--- config.mk ---
export PLATFORM = sky130hd
export DESIGN_NAME = hazard_ctrl_flat
export DESIGN_NICKNAME = d
export VERILOG_FILES = /design/src/rtl/hazard_ctrl_if.sv /design/src/rtl/hazard_ctrl.sv /design/src/flat_wrapper.sv
export SDC_FILE = /design/constraint.sdc
export NUM_CORES = 1
export LEC_CHECK = 0
export ABC_AREA = 1
export ABC_CLOCK_PERIOD_IN_PS = 3100
export CELL_PAD_IN_SITES_DETAIL_PLACEMENT = 0
export CELL_PAD_IN_SITES_GLOBAL_PLACEMENT = 1
export CORE_MARGIN = 10
export CORE_UTILIZATION = 19
export DETAILED_ROUTE_END_ITERATION = 8
export PLACE_DENSITY = 0.86
export SETUP_SLACK_MARGIN = 0.02
export SYNTH_ARGS = -nofsm -noshare
export SYNTH_HDL_FRONTEND = slang
export SYNTH_SLANG_ARGS = --single-unit
export TNS_END_PERCENT = 50
--- constraint.sdc ---
create_clock -name clk -period 3.1 [get_ports clk]
set_clock_uncertainty 0.05 [all_clocks]
set_input_delay 0.465 -clock clk [delete_from_list [all_inputs] [get_ports clk]]
set_output_delay 0.465 -clock clk [all_outputs]
set_load 0.01 [all_outputs]
--- src/rtl/hazard_ctrl_if.sv ---
`default_nettype none
// ============================================================================
// Module   : hazard_ctrl_if
// Brief    : Signal bundle between the pipeline stages and the hazard
//            controller (decode/execute/memory status in, stall/flush out).
// Revision : 1.0 - initial release
// ============================================================================
interface hazard_ctrl_if;
  logic [4:0]  i_ID_Rs1;
  logic [4:0]  i_ID_Rs2;
  logic        i_ID_UsesRs1;
  logic        i_ID_UsesRs2;
  logic [4:0]  i_EX_RegDst;
  logic        i_EX_MemToReg;
  logic        i_EX_RegWrEn;
  logic        i_EX_Redirect;
  logic        i_MEM_Req;
  logic        i_MEM_Ready;
  logic        o_IF_Stall;
  logic        o_ID_Stall;
  logic        o_Flush_IFID;
  logic        o_Flush_IDEX;
  logic [1:0]  o_State;
  logic [31:0] o_StallCycles;
  logic [31:0] o_FlushCount;

  // Pipeline side: reports stage status, consumes stall/flush controls.
  modport master (
    output i_ID_Rs1, i_ID_Rs2, i_ID_UsesRs1, i_ID_UsesRs2,
    output i_EX_RegDst, i_EX_MemToReg, i_EX_RegWrEn, i_EX_Redirect,
    output i_MEM_Req, i_MEM_Ready,
    input  o_IF_Stall, o_ID_Stall, o_Flush_IFID, o_Flush_IDEX,
    input  o_State, o_StallCycles, o_FlushCount
  );

  // Hazard controller side.
  modport slave (
    input  i_ID_Rs1, i_ID_Rs2, i_ID_UsesRs1, i_ID_UsesRs2,
    input  i_EX_RegDst, i_EX_MemToReg, i_EX_RegWrEn, i_EX_Redirect,
    input  i_MEM_Req, i_MEM_Ready,
    output o_IF_Stall, o_ID_Stall, o_Flush_IFID, o_Flush_IDEX,
    output o_State, o_StallCycles, o_FlushCount
  );
endinterface
`default_nettype wire

--- src/rtl/hazard_ctrl.sv ---
`default_nettype none
// ============================================================================
// Module   : hazard_ctrl
// Brief    : Pipeline hazard controller: load-use bubbles, data-memory wait
//            stalls and branch/jump redirect flushes (RUN/MEM_WAIT/FLUSH).
//            Define HAZARD_PERF_CNT_EN to build the stall/flush counters.
// Revision : 1.0 - initial release
// ============================================================================
module hazard_ctrl (
  input  wire logic    clk,
  input  wire logic    reset,
  hazard_ctrl_if.slave hz
);

  typedef enum logic [1:0] {
    ST_RUN      = 2'd0,
    ST_MEM_WAIT = 2'd1,
    ST_FLUSH    = 2'd2
  } state_t;

  state_t r_state;
  state_t w_next_state;
  logic   r_pend;    // redirect deferred by a memory wait
  logic   r_replay;  // current FLUSH cycle replays that deferred redirect

  logic   w_mem_wait;
  logic   w_rs1_hit;
  logic   w_rs2_hit;
  logic   w_load_use;
  logic   w_if_stall;
  logic   w_id_stall;
  logic   w_flush_ifid;
  logic   w_flush_idex;
  logic   w_set_pend;
  logic   w_enter_replay;

  assign w_mem_wait = hz.i_MEM_Req & ~hz.i_MEM_Ready;
  assign w_rs1_hit  = hz.i_ID_UsesRs1 & (hz.i_ID_Rs1 == hz.i_EX_RegDst);
  assign w_rs2_hit  = hz.i_ID_UsesRs2 & (hz.i_ID_Rs2 == hz.i_EX_RegDst);
  assign w_load_use = hz.i_EX_MemToReg & hz.i_EX_RegWrEn &
                      (hz.i_EX_RegDst != 5'd0) & (w_rs1_hit | w_rs2_hit);

  always_comb begin
    w_next_state   = r_state;
    w_if_stall     = 1'b0;
    w_id_stall     = 1'b0;
    w_flush_ifid   = 1'b0;
    w_flush_idex   = 1'b0;
    w_set_pend     = 1'b0;
    w_enter_replay = 1'b0;
    case (r_state)
      ST_RUN: begin
        if (w_mem_wait) begin
          w_if_stall   = 1'b1;
          w_id_stall   = 1'b1;
          w_set_pend   = hz.i_EX_Redirect;
          w_next_state = ST_MEM_WAIT;
        end else if (hz.i_EX_Redirect) begin
          w_flush_ifid = 1'b1;
          w_flush_idex = 1'b1;
          w_next_state = ST_FLUSH;
        end else if (w_load_use) begin
          w_if_stall   = 1'b1;
          w_id_stall   = 1'b1;
          w_flush_idex = 1'b1;
        end
      end
      ST_MEM_WAIT: begin
        if (!hz.i_MEM_Ready) begin
          w_if_stall = 1'b1;
          w_id_stall = 1'b1;
          w_set_pend = hz.i_EX_Redirect;
        end else if (r_pend || hz.i_EX_Redirect) begin
          w_next_state   = ST_FLUSH;
          w_enter_replay = 1'b1;
        end else begin
          w_next_state = ST_RUN;
        end
      end
      ST_FLUSH: begin
        // A replayed or fresh redirect kills ID/EX and costs one more cycle.
        w_flush_ifid = 1'b1;
        w_flush_idex = r_replay | hz.i_EX_Redirect;
        w_next_state = (r_replay || hz.i_EX_Redirect) ? ST_FLUSH : ST_RUN;
      end
      default: begin
        w_next_state = ST_RUN;
      end
    endcase
  end

  always_ff @(posedge clk or negedge reset) begin
    if (!reset) begin
      r_state  <= ST_RUN;
      r_pend   <= 1'b0;
      r_replay <= 1'b0;
    end else begin
      r_state  <= w_next_state;
      r_replay <= w_enter_replay;
      if (w_next_state == ST_FLUSH) begin
        r_pend <= 1'b0;
      end else if (w_set_pend) begin
        r_pend <= 1'b1;
      end
    end
  end

  // Controls are forced low for the whole time reset is held.
  assign hz.o_IF_Stall   = reset & w_if_stall;
  assign hz.o_ID_Stall   = reset & w_id_stall;
  assign hz.o_Flush_IFID = reset & w_flush_ifid;
  assign hz.o_Flush_IDEX = reset & w_flush_idex;
  assign hz.o_State      = r_state;

`ifdef HAZARD_PERF_CNT_EN
  logic [31:0] r_stall_cycles;
  logic [31:0] r_flush_count;

  always_ff @(posedge clk or negedge reset) begin
    if (!reset) begin
      r_stall_cycles <= 32'd0;
      r_flush_count  <= 32'd0;
    end else begin
      if (w_if_stall && (r_stall_cycles != 32'hFFFF_FFFF)) begin
        r_stall_cycles <= r_stall_cycles + 32'd1;
      end
      if (w_flush_idex && (r_flush_count != 32'hFFFF_FFFF)) begin
        r_flush_count <= r_flush_count + 32'd1;
      end
    end
  end

  assign hz.o_StallCycles = r_stall_cycles;
  assign hz.o_FlushCount  = r_flush_count;
`else
  assign hz.o_StallCycles = 32'd0;
  assign hz.o_FlushCount  = 32'd0;
`endif

endmodule
`default_nettype wire
--- src/flat_wrapper.sv ---
// flat-port wrapper written by rule: the top's interface ports become plain ports
module hazard_ctrl_flat 
  (clk, reset, hz_i_ID_Rs1, hz_i_ID_Rs2, hz_i_ID_UsesRs1, hz_i_ID_UsesRs2, hz_i_EX_RegDst, hz_i_EX_MemToReg, hz_i_EX_RegWrEn, hz_i_EX_Redirect, hz_i_MEM_Req, hz_i_MEM_Ready, hz_o_IF_Stall, hz_o_ID_Stall, hz_o_Flush_IFID, hz_o_Flush_IDEX, hz_o_State, hz_o_StallCycles, hz_o_FlushCount);
  hazard_ctrl_if hz_i ();
  input  wire logic clk;
  input  wire logic reset;
  input wire logic [$bits(hz_i.i_ID_Rs1)-1:0] hz_i_ID_Rs1;
  input wire logic [$bits(hz_i.i_ID_Rs2)-1:0] hz_i_ID_Rs2;
  input wire logic [$bits(hz_i.i_ID_UsesRs1)-1:0] hz_i_ID_UsesRs1;
  input wire logic [$bits(hz_i.i_ID_UsesRs2)-1:0] hz_i_ID_UsesRs2;
  input wire logic [$bits(hz_i.i_EX_RegDst)-1:0] hz_i_EX_RegDst;
  input wire logic [$bits(hz_i.i_EX_MemToReg)-1:0] hz_i_EX_MemToReg;
  input wire logic [$bits(hz_i.i_EX_RegWrEn)-1:0] hz_i_EX_RegWrEn;
  input wire logic [$bits(hz_i.i_EX_Redirect)-1:0] hz_i_EX_Redirect;
  input wire logic [$bits(hz_i.i_MEM_Req)-1:0] hz_i_MEM_Req;
  input wire logic [$bits(hz_i.i_MEM_Ready)-1:0] hz_i_MEM_Ready;
  output wire logic [$bits(hz_i.o_IF_Stall)-1:0] hz_o_IF_Stall;
  output wire logic [$bits(hz_i.o_ID_Stall)-1:0] hz_o_ID_Stall;
  output wire logic [$bits(hz_i.o_Flush_IFID)-1:0] hz_o_Flush_IFID;
  output wire logic [$bits(hz_i.o_Flush_IDEX)-1:0] hz_o_Flush_IDEX;
  output wire logic [$bits(hz_i.o_State)-1:0] hz_o_State;
  output wire logic [$bits(hz_i.o_StallCycles)-1:0] hz_o_StallCycles;
  output wire logic [$bits(hz_i.o_FlushCount)-1:0] hz_o_FlushCount;
  assign hz_i.i_ID_Rs1 = hz_i_ID_Rs1;
  assign hz_i.i_ID_Rs2 = hz_i_ID_Rs2;
  assign hz_i.i_ID_UsesRs1 = hz_i_ID_UsesRs1;
  assign hz_i.i_ID_UsesRs2 = hz_i_ID_UsesRs2;
  assign hz_i.i_EX_RegDst = hz_i_EX_RegDst;
  assign hz_i.i_EX_MemToReg = hz_i_EX_MemToReg;
  assign hz_i.i_EX_RegWrEn = hz_i_EX_RegWrEn;
  assign hz_i.i_EX_Redirect = hz_i_EX_Redirect;
  assign hz_i.i_MEM_Req = hz_i_MEM_Req;
  assign hz_i.i_MEM_Ready = hz_i_MEM_Ready;
  assign hz_o_IF_Stall = hz_i.o_IF_Stall;
  assign hz_o_ID_Stall = hz_i.o_ID_Stall;
  assign hz_o_Flush_IFID = hz_i.o_Flush_IFID;
  assign hz_o_Flush_IDEX = hz_i.o_Flush_IDEX;
  assign hz_o_State = hz_i.o_State;
  assign hz_o_StallCycles = hz_i.o_StallCycles;
  assign hz_o_FlushCount = hz_i.o_FlushCount;
  hazard_ctrl u_core (.clk(clk), .reset(reset), .hz(hz_i));
endmodule
======== After elaboration in Yosys (flattened, before gate mapping) ========
Cells that the tools add are included.
storage, ports and cells
  flip-flop bits (word level) ............. 4
  input bits .............................. 24
  output and inout bits ................... 70
  logic and storage cells ................. 50
cells by class
  equal/unequal tests ..................... 5
  muxes and demuxes ....................... 25
  bitwise logic cells ..................... 12
  reductions and logical operators ........ 5
operators by type and width
  cell                                                  count
  two-way mux 1 bit                                     15
  equality test 5 bit                                   2
  two-way mux 2 bit                                     5
  bitwise AND 1 bit                                     9
  case mux 1 bit (2 select lines)                       4
  case mux 2 bit (3 select lines)                       1
  nonzero test 5 bit                                    1
  equality test 2 bit (second input constant)           2
  equality test 2 x 1 -> 1 bit (second input constant)  1
  logical NOT 2 bit                                     1
  logical OR 1 bit                                      2
  bitwise OR 1 bit                                      2
  nonzero test 2 bit                                    1
  inverter 1 bit                                        1

======== Longest topological paths before layout ========
Gate-level depths: netlist of run 1.
  word-level depth ........................ 9
  mapped depth ............................ 9
  gate-level depth less buffers ........... 8

======== Worst setup path before layout of run 1 ========
No wires, ideal clock.
  path type ............................... input to output
  start ................................... input port hz_i_EX_RegDst[4]
  end ..................................... output port hz_o_IF_Stall
  arrival ................................. 1.293 ns
  required time ........................... 2.585 ns
  path slack .............................. 1.292 ns
  cell stages on the path ................. 9
  buffers on the path ..................... 1
  cells stage by stage .................... inv_2 nand2_1 nand2_1 nor2_2 nand3_1 nand2_1 nand3_1 a21oi_1 buf_4
on the way
  cells in the longest elaborated chain, start to end .. 9
  elaborated cells on any way between the ends .. 13
  those cells by class .................... eq/ne (2); mux (4); bitwise (6); reduce/logical (1)
ends and longest elaborated chain
  what                                           RTL line                              source
  start: declaration                             flat_wrapper.sv:11                    input wire logic [$bits(hz_i.i_EX_RegDst)-1:0] hz_i_EX_RegDst;
  equality test 5 bit, on equally long branches  hazard_ctrl.sv:38, hazard_ctrl.sv:39
  bitwise AND 1 bit, on equally long branches    hazard_ctrl.sv:38, hazard_ctrl.sv:39
  bitwise OR 1 bit                               hazard_ctrl.sv:41                     (hz.i_EX_RegDst != 5'd0) & (w_rs1_hit | w_rs2_hit);
  bitwise AND 1 bit (*)                          hazard_ctrl.sv:41
  two-way mux 1 bit (*) (3 in a row)             --
  case mux 1 bit (2 select lines) (*)            --
  bitwise AND 1 bit (*)                          --
  end: declaration                               flat_wrapper.sv:17                    output wire logic [$bits(hz_i.o_IF_Stall)-1:0] hz_o_IF_Stall;
Mark *: on every way between the ends. The rest lies on a longest branch, timed or not.

======== Final worst setup path of run 1 ========
  start ................................... input port hz_i_EX_RegDst[1]
  end ..................................... output port hz_o_IF_Stall
on the way
  cells in the longest elaborated chain, start to end .. 9
  elaborated cells on any way between the ends .. 13
  those cells by class .................... eq/ne (2); mux (4); bitwise (6); reduce/logical (1)
ends and longest elaborated chain
  what                                           RTL line                              source
  equality test 5 bit, on equally long branches  hazard_ctrl.sv:38, hazard_ctrl.sv:39
  bitwise AND 1 bit, on equally long branches    hazard_ctrl.sv:38, hazard_ctrl.sv:39
  bitwise OR 1 bit                               hazard_ctrl.sv:41
  bitwise AND 1 bit (*)                          hazard_ctrl.sv:41
  two-way mux 1 bit (*)                          hazard_ctrl.sv:62                     end else if (w_load_use) begin
  two-way mux 1 bit (*)                          hazard_ctrl.sv:58                     end else if (hz.i_EX_Redirect) begin
  two-way mux 1 bit (*)                          hazard_ctrl.sv:53                     if (w_mem_wait) begin
  case mux 1 bit (2 select lines) (*)            hazard_ctrl.sv:51                     case (r_state)
  bitwise AND 1 bit (*)                          hazard_ctrl.sv:109                    assign hz.o_IF_Stall = reset & w_if_stall;
Marks and branches as above.

==> flow_summary.yaml, run 1 <==
setup_path:
  r2r-end: "u_core.r_pend"
  r2r_start: "u_core.hz.o_State[1]"
  end_kind: "primary output"
  reg2reg_depth: 8
  crit_fanout: 4
  critPathLaunchType: "input port"
  cp.required_ns: 2.58
  crit_type: "input port to primary output"
  arrival_ns: 2.26
  rrSetupSlack_ns: 1.89
power_and_ir_drop:
  p_per_area_nw_per_um2: 334
  power_leakage_nw: 0.653
  peakVddDrop_mv: 0.201
synth:
  synth_cells: 154
  ys.warnings.count: 0
  synth_top_cell_by_area: "buf_4"
  synth_edf_count: 0
  synth_top_area_frac: 0.519
  synth.cells.most_frequent: "buf_4, nand2_1, inv_1, nor2_1"
  synth_cell_types: 16
  netlist_area_um2: 940
  synth_most_common_cell: "buf_4"
  syn_avg_cell_area_um2: 6.10
  synth-seq-cells: 4
  synth_area_leaders: "buf_4, nand2_1, dfrtp_1, inv_1, nor2_1"
  synthArstFlopShare: 1.00
  synth-main-ff-cell: "dfrtp_1"
  ys_seq_area_frac: 0.107
layout:
  stdcell_area_um2: 1100
  multi_input_area_um2: 505
  fin_nets: 210
  areaGrowthSynthToFinish_pct: 17.4
  regArea_um2: 100
  drive_gt1_frac: 0.0652
  fillers: 559
  n_antenna_cell: 0
  layout.cells.non_filler: 251
detailed_routing:
  viasPerCell: 2.98
  ant_nets: 0
  drt-total-wl_mm: 2.52
  firstDrtPassIters: 4
  wl_per_cell_um: 10.0
  drt_iter0_markers: 17
  vias: 747
  drc: 0
place:
  placed_cell_area_um2: 1060
  io_buffer_count: 29
  post-dp-hpwl_mm: 2.37
  dpl_worst_slack_ns: 0.286
  gp_congestion: 0.696
  dp_cells: 248
timing:
  fin_ws_ns: 0.326
  fmax_mhz: 360
  final.setup.tns_ns: 0
  rsz0062_at_grt: "no"
  hold_violations: 0
  maxSlewViolCount: 0
  fin_crit_sh: 0.895
  period_minus_slack_ns: 2.77
  hold-worst-slack_ns: 0.415
  setup_viol: 0
cts:
  post_cts_buffers: 0
  htreeDepth: 1
  cts_root_buf: "clkbuf_8"
  cts_sinks: 4
  cts_max_path_buffers: 2
  cts_tree: "done"
  cts_buffers: 3
  insertion_delay_ns: 0.22
  holdBufCountCts: 0
  cts.clk_slew.worst_paths_ns: 0.03
  cts.repair.resized: 0
floorplan:
  num_io_pins: 94
  coreArea_um2: 4750
  initial_utilization: 0.198
  rows: 25
  die_y_um: 90.3
  die_x_um: 90.3
  die-area_um2: 8160
global_routing:
  grt_max_degree: 7
  grt-ovfl-total: 0
  antenna_found_initial: 0
  grt_pass1_wl_mm: 3.84
  grt_usage: 0.0574
  grt_pass1_vias: 813
worst_hold_path:
  hp-class: "input port to asynchronous set/reset pin"
job:
  maxCapViolations: 0
status:
  status: "finished, final reports clean"
-- through the flow --
step / power, mW / utilization
6_report: 0.368 / 0.232
5_1_grt: 0.400 / 0.232
4_1_cts: 0.369 / 0.232
3_5_place_dp: 0.259 / 0.223
3_3_place_gp: 0.258 / 0.223
2_1_floorplan: 0.241 / -
-- critical path, cell delays in order --
cell,delay [ns]
clkdlybuf4s50_1,0.54
inv_2,0.06
nand2_2,0.05
nand2_1,0.04
nor2_1,0.10
nand3_1,0.09
nand2_1,0.09
nand3_1,0.07
a21oi_1,0.16
clkdlybuf4s50_1,0.60
-- worst max-delay path by stage --
stage                           start       endpoint  slack, ns
finish              hz_i_EX_RegDst[1]  hz_o_IF_Stall       0.33
global route        hz_i_EX_RegDst[1]  hz_o_IF_Stall       0.14
CTS                 hz_i_EX_RegDst[1]  hz_o_IF_Stall       0.29
detailed placement  hz_i_EX_RegDst[1]  hz_o_IF_Stall       0.29
global placement    hz_i_EX_RegDst[1]  hz_o_IF_Stall       0.28
floorplan           hz_i_EX_RegDst[4]  hz_o_IF_Stall       1.29
-- cell families (layout without fill, tap and decap cells) --
family | count (synthesis) | in the layout | share of synthesized area
buf+inv | 87 | 54 | 0.607
simple gates | 55 | 55 | 0.236
compound gates | 7 | 7 | 0.0466
flops | 4 | 4 | 0.107
other cells | 1 | 64 | 0.00399
-- where the power goes --
| part | internal (mW) | switching, mW | leakage, nW |
|---|---|---|---|
| Clock | 0.0825 | 0.0248 | 0.0216 |
| Sequential | 0.0662 | 0.0138 | 0.0520 |
| Combinational | 0.0761 | 0.105 | 0.579 |
-- flip-flops by register name, summed over array words and instances (netlist names) --
signal,flops
u_core.hz.o_State,2
u_core.r_pend,1
u_core.r_replay,1
-- area by class of cell --
| class | instances | area share |
|---|---|---|
| Multi-Input combinational cell | 126 | 0.458 |
| Timing Repair Buffer | 29 | 0.263 |
| Sequential cell | 4 | 0.0907 |
| Tap cell | 67 | 0.0760 |
| Inverter | 22 | 0.0748 |
| Clock buffer | 3 | 0.0374 |
-- metal layers --
layer | routed length [um] | GRT usage | part of all wire | vias up
met2 | 1330 | 0.112 | 0.53 | 43
met4 | 36 | 0.0199 | 0.014 | 0
li1 | - | - | - | 390
met3 | 308 | 0.0333 | 0.12 | 4
met1 | 839 | 0.0460 | 0.33 | 310
met5 | 0 | 0 | 0 | -
-- cells in the final DEF, fill, tap and decap left out, drive strengths merged --
cell type	Yosys	routed
nor2	15	15
clkbuf	0	3
nand2	33	33
a211oi	1	1
conb	1	64
clkdlybuf4s50	0	29
dfrtp	4	4
nand4	1	1
o21ai	2	2
a21oi	3	3
o211ai	1	1
inv	22	22
nand3	6	6
No activity file was read; power rests on OpenSTA's default activity.
==> run 2: changes to the inputs <==
--- a/config.mk
+++ b/config.mk
@@ -9,7 +9,7 @@
 export ABC_CLOCK_PERIOD_IN_PS = 3100
 export CELL_PAD_IN_SITES_DETAIL_PLACEMENT = 0
 export CELL_PAD_IN_SITES_GLOBAL_PLACEMENT = 1
-export CORE_MARGIN = 10
+export CORE_MARGIN = 5
 export CORE_UTILIZATION = 19
 export DETAILED_ROUTE_END_ITERATION = 8
 export PLACE_DENSITY = 0.86
==> run 2 against run 1 <==
Die area decreased by 21%. Largest power group unchanged. Clock power about the same. Largest cell class unchanged. Final area unchanged. Sequential share of layout area unchanged. Worst setup slack got worse by 0.022 ns. Non-clock buffer count unchanged. Via count decreased by 1.6%.
==> flow_summary.yaml, run 2 (synthesized netlist as in run 1, its figures left out) <==
global_routing:
  grt-ovfl-total: 0
  grt.met1_usage: 0.0527
  grt_max_degree: 7
  antenna_found_initial: 0
  grt_usage: 0.0533
  grt_use_met2: 0.0952
  grt_pass1_wl_mm: 2.60
  grt_use_met3: 0.0191
  busiest_layer: "met2"
  grt_pass1_vias: 623
detailed_routing:
  drc: 0
  viasPerCell: 2.93
  wl_per_cell_um: 8.03
  firstDrtPassIters: 4
  vias: 735
  ant_nets: 0
  drt_iter0_markers: 15
  drt-total-wl_mm: 2.02
place:
  post-dp-hpwl_mm: 1.88
  placed_cell_area_um2: 1060
  gp_congestion: 0.664
  io_buffer_count: 29
setup_path:
  rrSetupSlack_ns: 1.90
  critPathSlowestCell: "clkdlybuf4s50_1"
  cp.required_ns: 2.58
  critPathLaunchType: "input port"
  reg2reg_depth: 8
  r2r_start: "u_core.hz.o_State[0]"
  crit_fanout: 4
  arrival_ns: 2.28
  worstPathCellList: "clkdlybuf4s50_1 > inv_2 > nand2_2 > nand2_1 > nor2_1 > nand3_1 > nand2_1 > nand3_1 > a21oi_1 > clkdlybuf4s50_1"
  r2r-end: "u_core.r_pend"
  end_kind: "primary output"
  crit_type: "input port to primary output"
  crit_start: "hz_i_EX_RegDst[1]"
  worst_path_largest_cell_delay_ns: 0.59
power_and_ir_drop:
  p_total_mw: 0.365
  p_per_area_nw_per_um2: 331
  peakVddDrop_mv: 0.180
  power_leakage_nw: 0.653
status:
  status: "finished, final reports clean"
floorplan:
  initial_utilization: 0.198
  num_io_pins: 94
  die-area_um2: 6450
  coreArea_um2: 4750
  die_y_um: 80.3
  rows: 25
  die_x_um: 80.3
layout:
  areaGrowthSynthToFinish_pct: 17.4
  stdcell_area_um2: 1100
  layout_commonest_cell: "conb_1"
  largest_reg_flops: 2
  mostFrequentLayoutCells: "conb_1, nand2_1, clkdlybuf4s50_1"
  fillers: 559
  drive_gt1_frac: 0.0652
  fin_nets: 210
  n_antenna_cell: 0
cts:
  post_cts_buffers: 0
  cts.clk_slew.worst_paths_ns: 0.03
  cts_sinks: 4
  insertion_delay_ns: 0.21
  cts_buffers: 3
  cts_max_path_buffers: 2
  cts.repair.resized: 0
  holdBufCountCts: 0
  cts_root_buf: "clkbuf_8"
  htreeDepth: 1
  cts_tree: "done"
timing:
  setup_viol: 0
  period_minus_slack_ns: 2.80
  hold_violations: 0
  hold-worst-slack_ns: 0.421
  final.setup.tns_ns: 0
  rsz0062_at_grt: "no"
  fmax_mhz: 358
  maxSlewViolCount: 0
  fin_crit_sh: 0.902
job:
  maxCapViolations: 0
worst_hold_path:
  hp-class: "input port to asynchronous set/reset pin"
[run 2: cell counts in the layout (fill, tap and decap cells not counted)]
Identical to the previous run, type by type.
[run 2: routing by layer]
layer,routed length (um),up-vias
li1,-,390
met1,674,301
met2,1080,40
met3,229,4
met4,29,0
met5,0,-
[run 2: worst max-delay path by stage]
| stage | end | slack, ns |
|---|---|---|
| 3_5_place_dp | hz_o_IF_Stall | 0.25 |
| 5_1_grt | hz_o_IF_Stall | 0.09 |
| 2_1_floorplan | hz_o_IF_Stall | 1.29 |
| 6_report | hz_o_IF_Stall | 0.30 |
| 4_1_cts | hz_o_IF_Stall | 0.25 |
| 3_3_place_gp | hz_o_IF_Stall | 0.25 |
[run 2: worst max-delay path, delay by kind of cell]
family | cells | cell delay [ns]
buffers and inverters | 3 | 1.20
AO/OA/AOI/OAI | 1 | 0.17
AND/OR/NAND/NOR | 6 | 0.45
[run 2: metrics by stage]
step | std cells | setup slack, ns | utilization
finish | 251 | 0.304 | 0.232
global route | 251 | 0.0928 | 0.232
CTS | 251 | 0.249 | 0.232
detailed placement | 248 | 0.253 | 0.223
global placement | 248 | 0.252 | 0.223
floorplan | 217 | 1.29 | -
[run 2: layout make-up]
| cell class | count | area [um2] | area share |
|---|---|---|---|
| multi-input combinational | 126 | 505 | 0.458 |
| timing repair buffer | 29 | 290 | 0.263 |
| clock buffer | 3 | 41.3 | 0.0374 |
| tap | 67 | 83.8 | 0.0760 |
| inverter | 22 | 82.6 | 0.0748 |
| sequential | 4 | 100 | 0.0907 |
[run 2: report_power, final]
group          leakage (nW)  internal [mW]  switching, mW
logic                 0.579         0.0762          0.102
clock network        0.0216         0.0825         0.0241
registers            0.0520         0.0662         0.0134
total                 0.653          0.225          0.140
